### src/rtl/arb_pkg.sv
// Shared definitions for the round-robin port arbiter: default sizing,
// FSM state encoding and a reference round-robin search.
package arb_pkg;

  localparam int ARB_N_REQ    = 4;
  localparam int ARB_MAX_HOLD = 16;

  typedef enum logic [1:0] {
    IDLE    = 2'd0,
    GRANT   = 2'd1,
    RELEASE = 2'd2
  } arb_state_t;

  // Winner index for up to 16 requesters, searching upward from ptr+1 with
  // wrap-around; returns ptr when nothing is requesting.
  function automatic int rr_pick(input logic [15:0] req, input int ptr,
                                 input int n = ARB_N_REQ);
    int idx;
    rr_pick = ptr;
    for (int k = n; k >= 1; k--) begin
      idx = (ptr + k) % n;
      if (req[idx[3:0]]) rr_pick = idx;
    end
  endfunction

endpackage

### src/rtl/rr_priority_pick.sv
// Combinational round-robin search: rotate the request vector so the entry
// after ptr sits at bit 0, find the first set bit, then map back to an index.
module rr_priority_pick #(
  parameter int N    = 4,
  parameter int ID_W = 2
) (
  input  logic [N-1:0]    req_i,
  input  logic [ID_W-1:0] ptr_i,
  output logic            valid_o,
  output logic [ID_W-1:0] idx_o
);

  localparam int            DBL_W = 2 ** (ID_W + 1);
  localparam logic [ID_W:0] LAST  = (ID_W + 1)'(N - 1);
  localparam logic [ID_W:0] ONE   = (ID_W + 1)'(1);

  logic [ID_W:0]  start;
  logic [DBL_W-1:0] req_dbl;
  logic [N-1:0]   rot;
  logic [ID_W:0]  off;
  logic [ID_W:0]  sum;

  always_comb begin
    if ({1'b0, ptr_i} == LAST) start = '0;
    else                       start = {1'b0, ptr_i} + ONE;
  end

  // Two copies back to back let the rotation index run past N without a modulo.
  assign req_dbl = DBL_W'({req_i, req_i});

  generate
    for (genvar gi = 0; gi < N; gi++) begin : g_rot
      logic [ID_W:0] pos;
      assign pos     = start + (ID_W + 1)'(gi);
      assign rot[gi] = req_dbl[pos];
    end
  endgenerate

  always_comb begin
    off = '0;
    for (int k = N - 1; k >= 0; k--) begin
      if (rot[k]) off = (ID_W + 1)'(k);
    end
  end

  assign valid_o = |rot;
  assign sum     = start + off;

  always_comb begin
    idx_o = '0;
    for (int j = 0; j < N; j++) begin
      if (sum == (ID_W + 1)'(j) || sum == (ID_W + 1)'(j + N)) idx_o = ID_W'(j);
    end
  end

endmodule

### src/rtl/shared_port_arbiter.sv
// Round-robin arbiter sharing one downstream port among N_REQ requesters.
// Optional grant hold limit enabled by defining SHARED_PORT_ARB_TIMEOUT_EN.
module shared_port_arbiter
  import arb_pkg::*;
#(
  parameter int  N_REQ    = ARB_N_REQ,
  parameter int  MAX_HOLD = ARB_MAX_HOLD,
  localparam int ID_W     = (N_REQ > 1) ? $clog2(N_REQ) : 1
) (
  input  logic             i_clk,
  input  logic             i_rst_n,
  input  logic [N_REQ-1:0] i_req,
  input  logic             i_done,
  output logic [N_REQ-1:0] o_grant,
  output logic             o_grant_valid,
  output logic [ID_W-1:0]  o_grant_id,
  output logic             o_busy,
  output logic             o_timeout
);

  arb_state_t       state_q, state_d;
  logic [N_REQ-1:0] grant_q, grant_d;
  logic [ID_W-1:0]  grant_id_q, grant_id_d;
  logic [ID_W-1:0]  ptr_q, ptr_d;

  logic             pick_valid;
  logic [ID_W-1:0]  pick_idx;
  logic             owner_req;
  logic             expire;

  rr_priority_pick #(
    .N    (N_REQ),
    .ID_W (ID_W)
  ) u_pick (
    .req_i   (i_req),
    .ptr_i   (ptr_q),
    .valid_o (pick_valid),
    .idx_o   (pick_idx)
  );

  // Owner still requesting; grant_q is one-hot so no index decode is needed.
  assign owner_req = |(i_req & grant_q);

`ifdef SHARED_PORT_ARB_TIMEOUT_EN
  localparam int              HOLD_W    = $clog2(MAX_HOLD + 1);
  localparam logic [HOLD_W-1:0] HOLD_LAST = HOLD_W'(MAX_HOLD - 1);

  logic [HOLD_W-1:0] hold_q, hold_d;
  logic              timeout_q, timeout_d;

  assign expire = (hold_q == HOLD_LAST);
`else
  // MAX_HOLD has no effect without the hold limit compiled in.
  if (MAX_HOLD < 1) begin : g_max_hold_unused
  end
  assign expire = 1'b0;
`endif

  always_ff @(posedge i_clk or negedge i_rst_n) begin
    if (!i_rst_n) begin
      state_q    <= IDLE;
      grant_q    <= '0;
      grant_id_q <= '0;
      ptr_q      <= ID_W'(N_REQ - 1);
`ifdef SHARED_PORT_ARB_TIMEOUT_EN
      hold_q     <= '0;
      timeout_q  <= 1'b0;
`endif
    end else begin
      state_q    <= state_d;
      grant_q    <= grant_d;
      grant_id_q <= grant_id_d;
      ptr_q      <= ptr_d;
`ifdef SHARED_PORT_ARB_TIMEOUT_EN
      hold_q     <= hold_d;
      timeout_q  <= timeout_d;
`endif
    end
  end

  always_comb begin
    state_d    = state_q;
    grant_d    = grant_q;
    grant_id_d = grant_id_q;
    ptr_d      = ptr_q;
`ifdef SHARED_PORT_ARB_TIMEOUT_EN
    hold_d     = hold_q;
    timeout_d  = 1'b0;
`endif
    unique case (state_q)
      IDLE: begin
        if (pick_valid) begin
          state_d    = GRANT;
          grant_d    = N_REQ'(1) << pick_idx;
          grant_id_d = pick_idx;
          ptr_d      = pick_idx;
`ifdef SHARED_PORT_ARB_TIMEOUT_EN
          hold_d     = '0;
`endif
        end
      end
      GRANT: begin
`ifdef SHARED_PORT_ARB_TIMEOUT_EN
        hold_d = hold_q + HOLD_W'(1);
`endif
        if (i_done || !owner_req || expire) begin
          state_d = RELEASE;
          grant_d = '0;
`ifdef SHARED_PORT_ARB_TIMEOUT_EN
          // A completion in the expiry cycle is a normal release, not a timeout.
          timeout_d = expire && !i_done;
`endif
        end
      end
      RELEASE: state_d = IDLE;
      default: state_d = IDLE;
    endcase
  end

  always_comb begin
    o_grant       = grant_q;
    o_grant_valid = |grant_q;
    o_grant_id    = grant_id_q;
    o_busy        = (state_q == GRANT) || (state_q == RELEASE);
`ifdef SHARED_PORT_ARB_TIMEOUT_EN
    o_timeout     = timeout_q;
`else
    o_timeout     = 1'b0;
`endif
  end

endmodule

### config.mk
export PLATFORM = sky130hd
export DESIGN_NAME = shared_port_arbiter
export DESIGN_NICKNAME = d
export VERILOG_FILES = /design/src/rtl/arb_pkg.sv /design/src/rtl/rr_priority_pick.sv /design/src/rtl/shared_port_arbiter.sv
export SDC_FILE = /design/constraint.sdc
export NUM_CORES = 1
export LEC_CHECK = 0
export CELL_PAD_IN_SITES_DETAIL_PLACEMENT = 0
export CELL_PAD_IN_SITES_GLOBAL_PLACEMENT = 1
export CORE_MARGIN = 5
export CORE_UTILIZATION = 39
export DETAILED_ROUTE_END_ITERATION = 12
export GPL_ROUTABILITY_DRIVEN = 0
export PLACE_DENSITY_LB_ADDON = 0.05
export REMOVE_ABC_BUFFERS = 1
export SYNTH_ARGS = -nofsm -noshare
export SYNTH_HDL_FRONTEND = slang
export SYNTH_HIERARCHICAL = 1
export SYNTH_SLANG_ARGS = --single-unit
export TNS_END_PERCENT = 10
### constraint.sdc
create_clock -name i_clk -period 5.3 [get_ports i_clk]
set_input_delay 1.06 -clock i_clk [delete_from_list [all_inputs] [get_ports i_clk]]
set_output_delay 1.06 -clock i_clk [all_outputs]
set_load 0.02 [all_outputs]
## Yosys cells after proc, flatten, opt, wreduce, memory -nomap -nowiden

Cells that the tools add are included.
W data, S select, Z words.

| storage, ports and cells | value |
|---|---|
| register bits after elaboration | 10 |
| output and inout bits | 9 |

| operators by class | value |
|---|---|
| add/subtract/negate cells | 5 |
| $lt $le $gt $ge | 4 |
| equal/unequal tests | 11 |
| shifts and indexed selects | 1 |
| muxes and demuxes | 22 |
| bitwise gates (word level) | 1 |
| reductions and logical operators | 14 |

Operators with widths:

| kind | count |
|---|---|
| $lt A3 B4 Y1 const B | 4 |
| $mux W2 | 8 |
| $bmux W1 S3 | 4 |
| $reduce_or A4 Y1 | 3 |
| $eq A3 B3 Y1 const B | 3 |
| $mux W4 | 2 |
| $pmux W4 S2 | 1 |
| $add A3 B2 Y3 const B | 2 |
| $eq A3 B2 Y1 const B | 2 |
| $logic_or A1 B1 Y1 | 5 |
| $mux W1 | 5 |
| $and A4 B4 Y4 | 1 |
| $eq A2 B2 Y1 const B | 2 |
| $ne A2 B2 Y1 const B | 2 |
| $pmux W2 S2 | 1 |
| $reduce_and A2 Y1 | 2 |
| $shl A1 B2 Y4 const A | 1 |
| $add A2 B1 Y3 const B | 1 |
| $add A3 B1 Y3 const B | 1 |
| $add A3 B2 Y3 | 1 |
| $eq A3 B1 Y1 const B | 1 |
| $mux W3 | 1 |
| $reduce_and A3 Y1 | 1 |
| $eq A2 B1 Y1 const B | 1 |
| 3 further kinds | 3 |

## Logic depth before layout (Yosys ltp)

Gate-level depths: netlist of the first run.

| logic depth | value |
|---|---|
| depth in word-level cells | 18 |
| depth in mapped cells | 7 |

## Cells and area by module

The synthesis of the first run kept the hierarchy.

By module, submodules not included:

| module | times used | cells an instance | area an instance (µm²) | sequential area each (µm²) |
|---|---|---|---|---|
| shared_port_arbiter | 1 | 70 | 675.6 | 252.7 |
| rr_priority_pick | 1 | 18 | 116.4 | 0.0 |

## Worst setup path after synthesis of the first run

OpenSTA, ideal clock, no wires.

| timing | value |
|---|---|
| path kind | input -> register |
| start point | in i_req[1] |
| end point | reg grant_q[1], in the netlist o_grant[1] |
| setup time | 87 ps |
| data arrival time | 2121 ps |
| required time | 5213 ps |
| slack | 3092 ps |
| stages on the path | 5 |
| cell sequence | or4_1 > buf_4 > and2b_1 > nand2_1 > o211ai_1 |

| on the way | value |
|---|---|
| cells in the longest elaborated chain, start to end | 15 |
| elaborated cells on any way between the ends | 36 |
| those cells by class | add/sub (1); eq/ne (8); shift (1); mux (17); bitwise (1); reduce/logical (8) |

Ends and longest elaborated chain:

| element | RTL line | RTL |
|---|---|---|
| from (decl) | shared_port_arbiter.sv:12 | `input logic [N_REQ-1:0] i_req,` |
| $bmux W1 S3 | rr_priority_pick.sv:35 | `assign rot[gi] = req_dbl[pos];` |
| $mux W1 (not written as such) | rr_priority_pick.sv:35 |  |
| $mux W2 (4 in a row) | rr_priority_pick.sv:42 | `if (rot[k]) off = (ID_W + 1)'(k);` |
| $add A3 B2 Y3 | rr_priority_pick.sv:47 | `assign sum = start + off;` |
| $eq A3 B1 Y1 / $eq A3 B3 Y1 (equally long branches) | rr_priority_pick.sv:52 | `if (sum == (ID_W + 1)'(j) \|\| sum == (ID_W + 1)'(j + N)) idx_o = ID_W'(j);` |
| $logic_or A1 B1 Y1 | rr_priority_pick.sv:52 |  |
| $mux W1 | rr_priority_pick.sv:52 |  |
| $mux W2 (2 in a row) | rr_priority_pick.sv:52 |  |
| $shl A1 B2 Y4 | shared_port_arbiter.sv:94 | `grant_d = N_REQ'(1) << pick_idx;` |
| $mux W4 | shared_port_arbiter.sv:92 | `if (pick_valid) begin` |
| $pmux W4 S2 | shared_port_arbiter.sv:90 | `unique case (state_q)` |
| to (signal assigned) | shared_port_arbiter.sv:71 | `grant_q <= grant_d;` |
| to (decl) | shared_port_arbiter.sv:22 | `logic [N_REQ-1:0] grant_q, grant_d;` |

Several ways; a longest one is shown, not always the timed one. The select of a mux whose other input is x is not followed.
A chain may end at the register's enable or synchronous reset.

## Worst setup path after layout of the first run

| timing | value |
|---|---|
| start point | reg grant_q[1], in the netlist o_grant[1] |
| end point | out o_grant_valid |

| on the way | value |
|---|---|
| cells in the longest elaborated chain, start to end | 1 |

Ends and longest elaborated chain:

| element | RTL line | RTL |
|---|---|---|
| $reduce_or A4 Y1 | shared_port_arbiter.sv:122 | `o_grant_valid = \|grant_q;` |
| to (decl) | shared_port_arbiter.sv:15 | `output logic o_grant_valid,` |

No other way between the ends.

==> flow_summary.ini, run 1 <==
[sta]
whs_ps = 476.8
finClkSkew_ps = 3.542
rsz0062_at_grt = no
tightest_slew_ps = 509.7
drv_slew = 0
final-setup-viol-count = 0
hold_violations = 0
maxSlewHeadroom_pct = 65.81
fmaxAchievable_mhz = 348.5
post-route-period-util_pct = 54.15
worst_slack_ps = 2430
fin_crit_ps = 2870
setup_tns_ps = 0

[synth]
synthArstFlopShare_pct = 100.0
yosysWarnings = 6
syn-mean-instance-area_um2 = 9.000
synthesis.area_um2 = 792.0
syn_inst = 88
ys_ff_latch = 10
ys_seq_area_share_pct = 31.91
synth_cell_types = 33
synthFlopType = dfrtp_1
synth-edff-count = 0

[setup_path]
reg2reg_from = ptr_q[0]$_DFFE_PN1P_
crit_path_start = o_grant[1]$_DFFE_PN0P_
criticalPathCategory = reg2out
cpMaxStageDelayCell = clkdlybuf4s50_1
path_cells = or4_1 -> clkdlybuf4s50_1
critPathMaxFanout = 7
critPathArrivalTime_ps = 1810
end_kind = output port
slowest_delay_ps = 550
start_kind = flop
worst_ep_required_time_ps = 4240

[route]
vias_per_cell = 5.631
drc = 0
wl_per_cell_um = 14.60
via_count = 732
wirelength_um = 1898
drtIter0Drc = 20
drt-pass1-iter-count = 4
antenna_left = 0

[floorplanning]
start_util_pct = 40.79
die_y_um = 55.07
dieArea_um2 = 3032
fp.coreArea_um2 = 1942
top_level_ports = 16
fp-row-count = 16
dieWidth_um = 55.07

[worst_hold_path]
hold_class = reg2reg
worstHoldStart = o_grant_id[1]$_DFFE_PN0P_

[cts]
cts_resized = 0
cts-htree-levels = 1
cts_setup_buffers = 0
clk_path_buf_depth = 2
cts_hold_buf = 0
clock-sinks = 10
clock-root-buffer = clkbuf_4
cts-buffers-inserted = 3
clk_pin_slew_ps = 70
clk_latency_ps = 270
cts_tree = yes

[place]
dp_hpwl_um = 1387
portBuffers = 14
place_inst = 126
pre_cts_ws_ps = 2287

[grt]
overflow = 0
grt_max_degree = 16
track_usage_pct = 14.03
antenna_found_initial = 0
grt_pass1_wl_um = 3022
first_global_vias = 681

[power_and_ir_drop]
clkPwrFrac_pct = 12.8
p_per_area_nw_per_um2 = 561.2
p_seq_share_pct = 27.4
combPwrFrac_pct = 59.8
power.internal_mw = 0.3095
swShare_pct = 43.50
power.leakage_nw = 0.4349
vdd_drop_max_mv = 0.3256
power.switching_mw = 0.2383

[final_layout]
fillerInstances = 202
area_growth_pct = 23.22
drive_gt1_share_pct = 6.796
nets = 117
finalNonFillerCells = 130
antenna_cells = 0

[job]
max_cap_violations = 0

[status]
outcome = finished clean
==> worst max-delay path: cells and delay by family, from the launching register on <==
| family | cells | cell delay [ps] |
|---|---|---|
| buffers and inverters | 1 | 550 |
| and+or+nand+nor | 1 | 540 |
| DFF | 1 | 450 |
==> metal layers <==
layer	wire length [µm]	global-route usage (%)	vias up	part of all wire [%]
met5	0	0	-	0
met4	29	8.502	0	1.5
met3	83	2.681	4	4.4
met2	854	21.26	14	45
met1	929	18.27	350	49
li1	-	-	364	-
==> cell usage after synthesis, drive strengths merged, types with 3 or more instances <==
master	count	area share, %
nand2	10	4.7
dfrtp	8	25
o211ai	7	6.6
a21o	6	5.7
ha	6	9.5
inv	5	2.4
nand2b	4	3.2
a31oi	3	2.4
and2b	3	2.8
buf	3	3.3
o21ai	3	1.9
==> logic make-up after synthesis <==
family          Yosys count  share of synthesized area, %
simple gates             35                         26.54
fa+ha+maj                 6                         9.478
flops                    10                         31.91
other cells               1                        0.4735
buf+inv                   8                         5.687
compound gates           28                         25.91
==> registers in the layout, indices dropped and copies added (netlist names) <==
register and cells:
o_grant 4, o_grant_id 2, ptr_q 2, state_q 2
==> stage by stage <==
step                utilization (%)  power, mW  cell area, µm²
floorplan                         -     0.3691           765.7
global placement              48.39     0.4824           939.7
detailed placement            48.39     0.4789           939.7
CTS                           50.26     0.5537           975.9
global route                  50.26     0.5921           975.9
finish                        50.26     0.5477           975.9
==> placed cells by master (no fill, tap or decap), types with 4 or more instances in the layout <==
cell type,synthesis,routed
ha_1,6,6
inv_1,5,5
a21o_1,6,6
clkdlybuf4s50_1,0,14
nand2b_1,4,4
o211ai_1,7,7
dfrtp_1,8,8
nand2_1,10,10
==> area by class of cell <==
class | count | area [µm²] | share of cell area (%)
Inverter | 5 | 18.77 | 1.923
Clock buffer | 4 | 36.28 | 3.718
Timing Repair Buffer | 14 | 140.1 | 14.36
Sequential cell | 10 | 252.7 | 25.90
Multi-Input combinational cell | 70 | 494.2 | 50.64
Tap cell | 27 | 33.78 | 3.462
==> final timing paths <==
path	slack (ps)	cells past startpoint	end
max	2430	2	o_grant_valid
min	480	1	o_grant_id[1]$_DFFE_PN0P_
max reg2reg	3110	7	o_grant[2]$_DFFE_PN0P_
min reg2reg	480	1	o_grant_id[1]$_DFFE_PN0P_
max in group asynchronous	3840	1	ptr_q[1]$_DFFE_PN1P_
min in group asynchronous	1110	1	o_grant[2]$_DFFE_PN0P_
==> power by group through the flow <==
stage | Combinational (mW) | Sequential (mW) | Clock, mW
global route | 0.359 | 0.157 | 0.0758
global placement | 0.331 | 0.151 | 0
floorplan | 0.207 | 0.162 | 0
detailed placement | 0.326 | 0.153 | 0
finish | 0.327 | 0.150 | 0.0700
CTS | 0.330 | 0.151 | 0.0729
Note: power is estimated with default switching activity, not from simulation.
==> inputs of run 2 (changes only) <==
CORE_UTILIZATION = 33   (was 39)
clock period = 2.5 ns   (was 5.3 ns; I/O delays follow)
==> run 2 against run 1 <==
Compared with the run above:
- register-to-register slack worse by 2800 ps
- sequential cell count stayed put
- final area is 3.7% higher
- sequential power grew 110%
- final cell count rose by 5.4%
- via count rose by 1.1%
- sequential share of layout area decreased by 0.93 points
- clock power grew 66%
- count of clock-buffer cells in the layout is the same
- largest cell class unchanged
==> flow_summary.ini, run 2 (same netlist as run 1, synthesis figures left out) <==
[cts]
cts_resized = 0
cts-buffers-inserted = 3
cts_setup_buffers = 0
clk_pin_slew_ps = 70
clk_latency_ps = 270
clock-root-buffer = clkbuf_4
cts_tree = yes
cts_hold_buf = 0
cts-htree-levels = 1
clk_path_buf_depth = 2
clock-sinks = 10

[floorplanning]
start_util_pct = 35.13
dieArea_um2 = 3480
dieWidth_um = 58.99
die_y_um = 58.99
fp-row-count = 17
fp.coreArea_um2 = 2255
top_level_ports = 16

[sta]
setup_tns_ps = 0
drv_slew = 0
final-setup-viol-count = 0
finClkSkew_ps = 6.451
rsz0062_at_grt = no
fin_crit_ps = 2270
post-route-period-util_pct = 90.81
fmaxAchievable_mhz = 440.5
hold_violations = 0

[setup_path]
slowest_delay_ps = 550
path_cells = or4_1 -> clkdlybuf4s50_1
worst_ep_required_time_ps = 2000
critPathBufInv = 1
critPathMaxFanout = 7
start_kind = flop
cpMaxStageDelayCell = clkdlybuf4s50_1
criticalPathCategory = reg2out
critPathArrivalTime_ps = 1770
end_kind = output port
worst_path_dominant_cell_family = buffers and inverters

[job]
max_cap_violations = 0

[grt]
antenna_found_initial = 0
track_usage_pct = 12.51
grt_pass1_wl_um = 3312
first_global_vias = 723
grt_max_degree = 16
overflow = 0

[final_layout]
final_cell_mix = clkdlybuf4s50_1 (14), nand2_1 (10), dfrtp_1 (8)
final_common_cell = clkdlybuf4s50_1
nets = 123
largest_reg_flops = 4
final_util_pct = 44.89
fillerInstances = 243
area_growth_pct = 27.80
antenna_cells = 0
drive_gt1_share_pct = 11.01

[route]
wirelength_um = 1903
wl_per_cell_um = 13.89
drt-pass1-iter-count = 4
vias_per_cell = 5.401
drtIter0Drc = 6
drc = 0
via_count = 740
antenna_left = 0

[power_and_ir_drop]
power.leakage_nw = 0.4582
vdd_drop_max_mv = 0.5747
finalPower_mw = 1.183
p_per_area_nw_per_um2 = 1169

[status]
outcome = finished clean

[worst_hold_path]
hold_class = reg2reg

[place]
dp_hpwl_um = 1416
portBuffers = 14
-- run 2: cell type report --
class                   count  area (µm²)  area share, %
clock buffers               4       26.28          2.596
inverters                   5       18.77          1.854
multi-input cells          70       494.2          48.83
flip-flops and latches     10       252.7          24.97
well taps                  28       35.03          3.461
repair buffers             20       185.2          18.29
-- run 2: per-stage QoR --
stage / area (µm²) / hold WS [ps] / cells / worst slack [ps]
3_5_place_dp: 985.9 / 470.5 / 133 / 183.3
5_1_grt: 1012 / 511.2 / 137 / 91.60
4_1_cts: 1012 / 484.3 / 137 / 228.9
3_3_place_gp: 985.9 / 461.0 / 133 / 129.7
6_report: 1012 / 477.4 / 137 / 229.8
2_1_floorplan: 765.7 / 204.4 / 85 / 515.2
-- run 2: worst paths after layout --
path	slack [ps]	endpoint	depth (start not counted)	from
min reg2reg	480	o_grant_id[0]$_DFFE_PN0P_	1	o_grant_id[0]$_DFFE_PN0P_
max reg2reg	320	o_grant[0]$_DFFE_PN0P_	8	ptr_q[0]$_DFFE_PN1P_
max	230	o_grant_valid	2	o_grant[3]$_DFFE_PN0P_
min in group asynchronous	540	o_grant[3]$_DFFE_PN0P_	1	i_rst_n
min	480	o_grant_id[0]$_DFFE_PN0P_	1	o_grant_id[0]$_DFFE_PN0P_
max in group asynchronous	1620	ptr_q[1]$_DFFE_PN1P_	1	i_rst_n
-- run 2: power by group --
group / total (mW) / internal, mW / switching [mW]
Sequential: 0.309 / 0.245 / 0.0649
Combinational: 0.758 / 0.364 / 0.394
Clock: 0.116 / 0.0616 / 0.0543
-- run 2: worst reg2reg max path, stage by stage, from the launching register on --
cell	delay [ps]
dfstp_2	570
inv_1	50
ha_1	360
a2111oi_0	430
a211oi_1	100
buf_4	170
nor4bb_1	280
o21bai_1	90
nand3_1	70
-- run 2: layer usage --
metal	wire [µm]	vias to the layer above	global-route usage, %
met1	938	351	16.89
met5	0	-	0
li1	-	372	-
met4	25	0	5.825
met3	100	4	3.922
met2	837	13	17.98
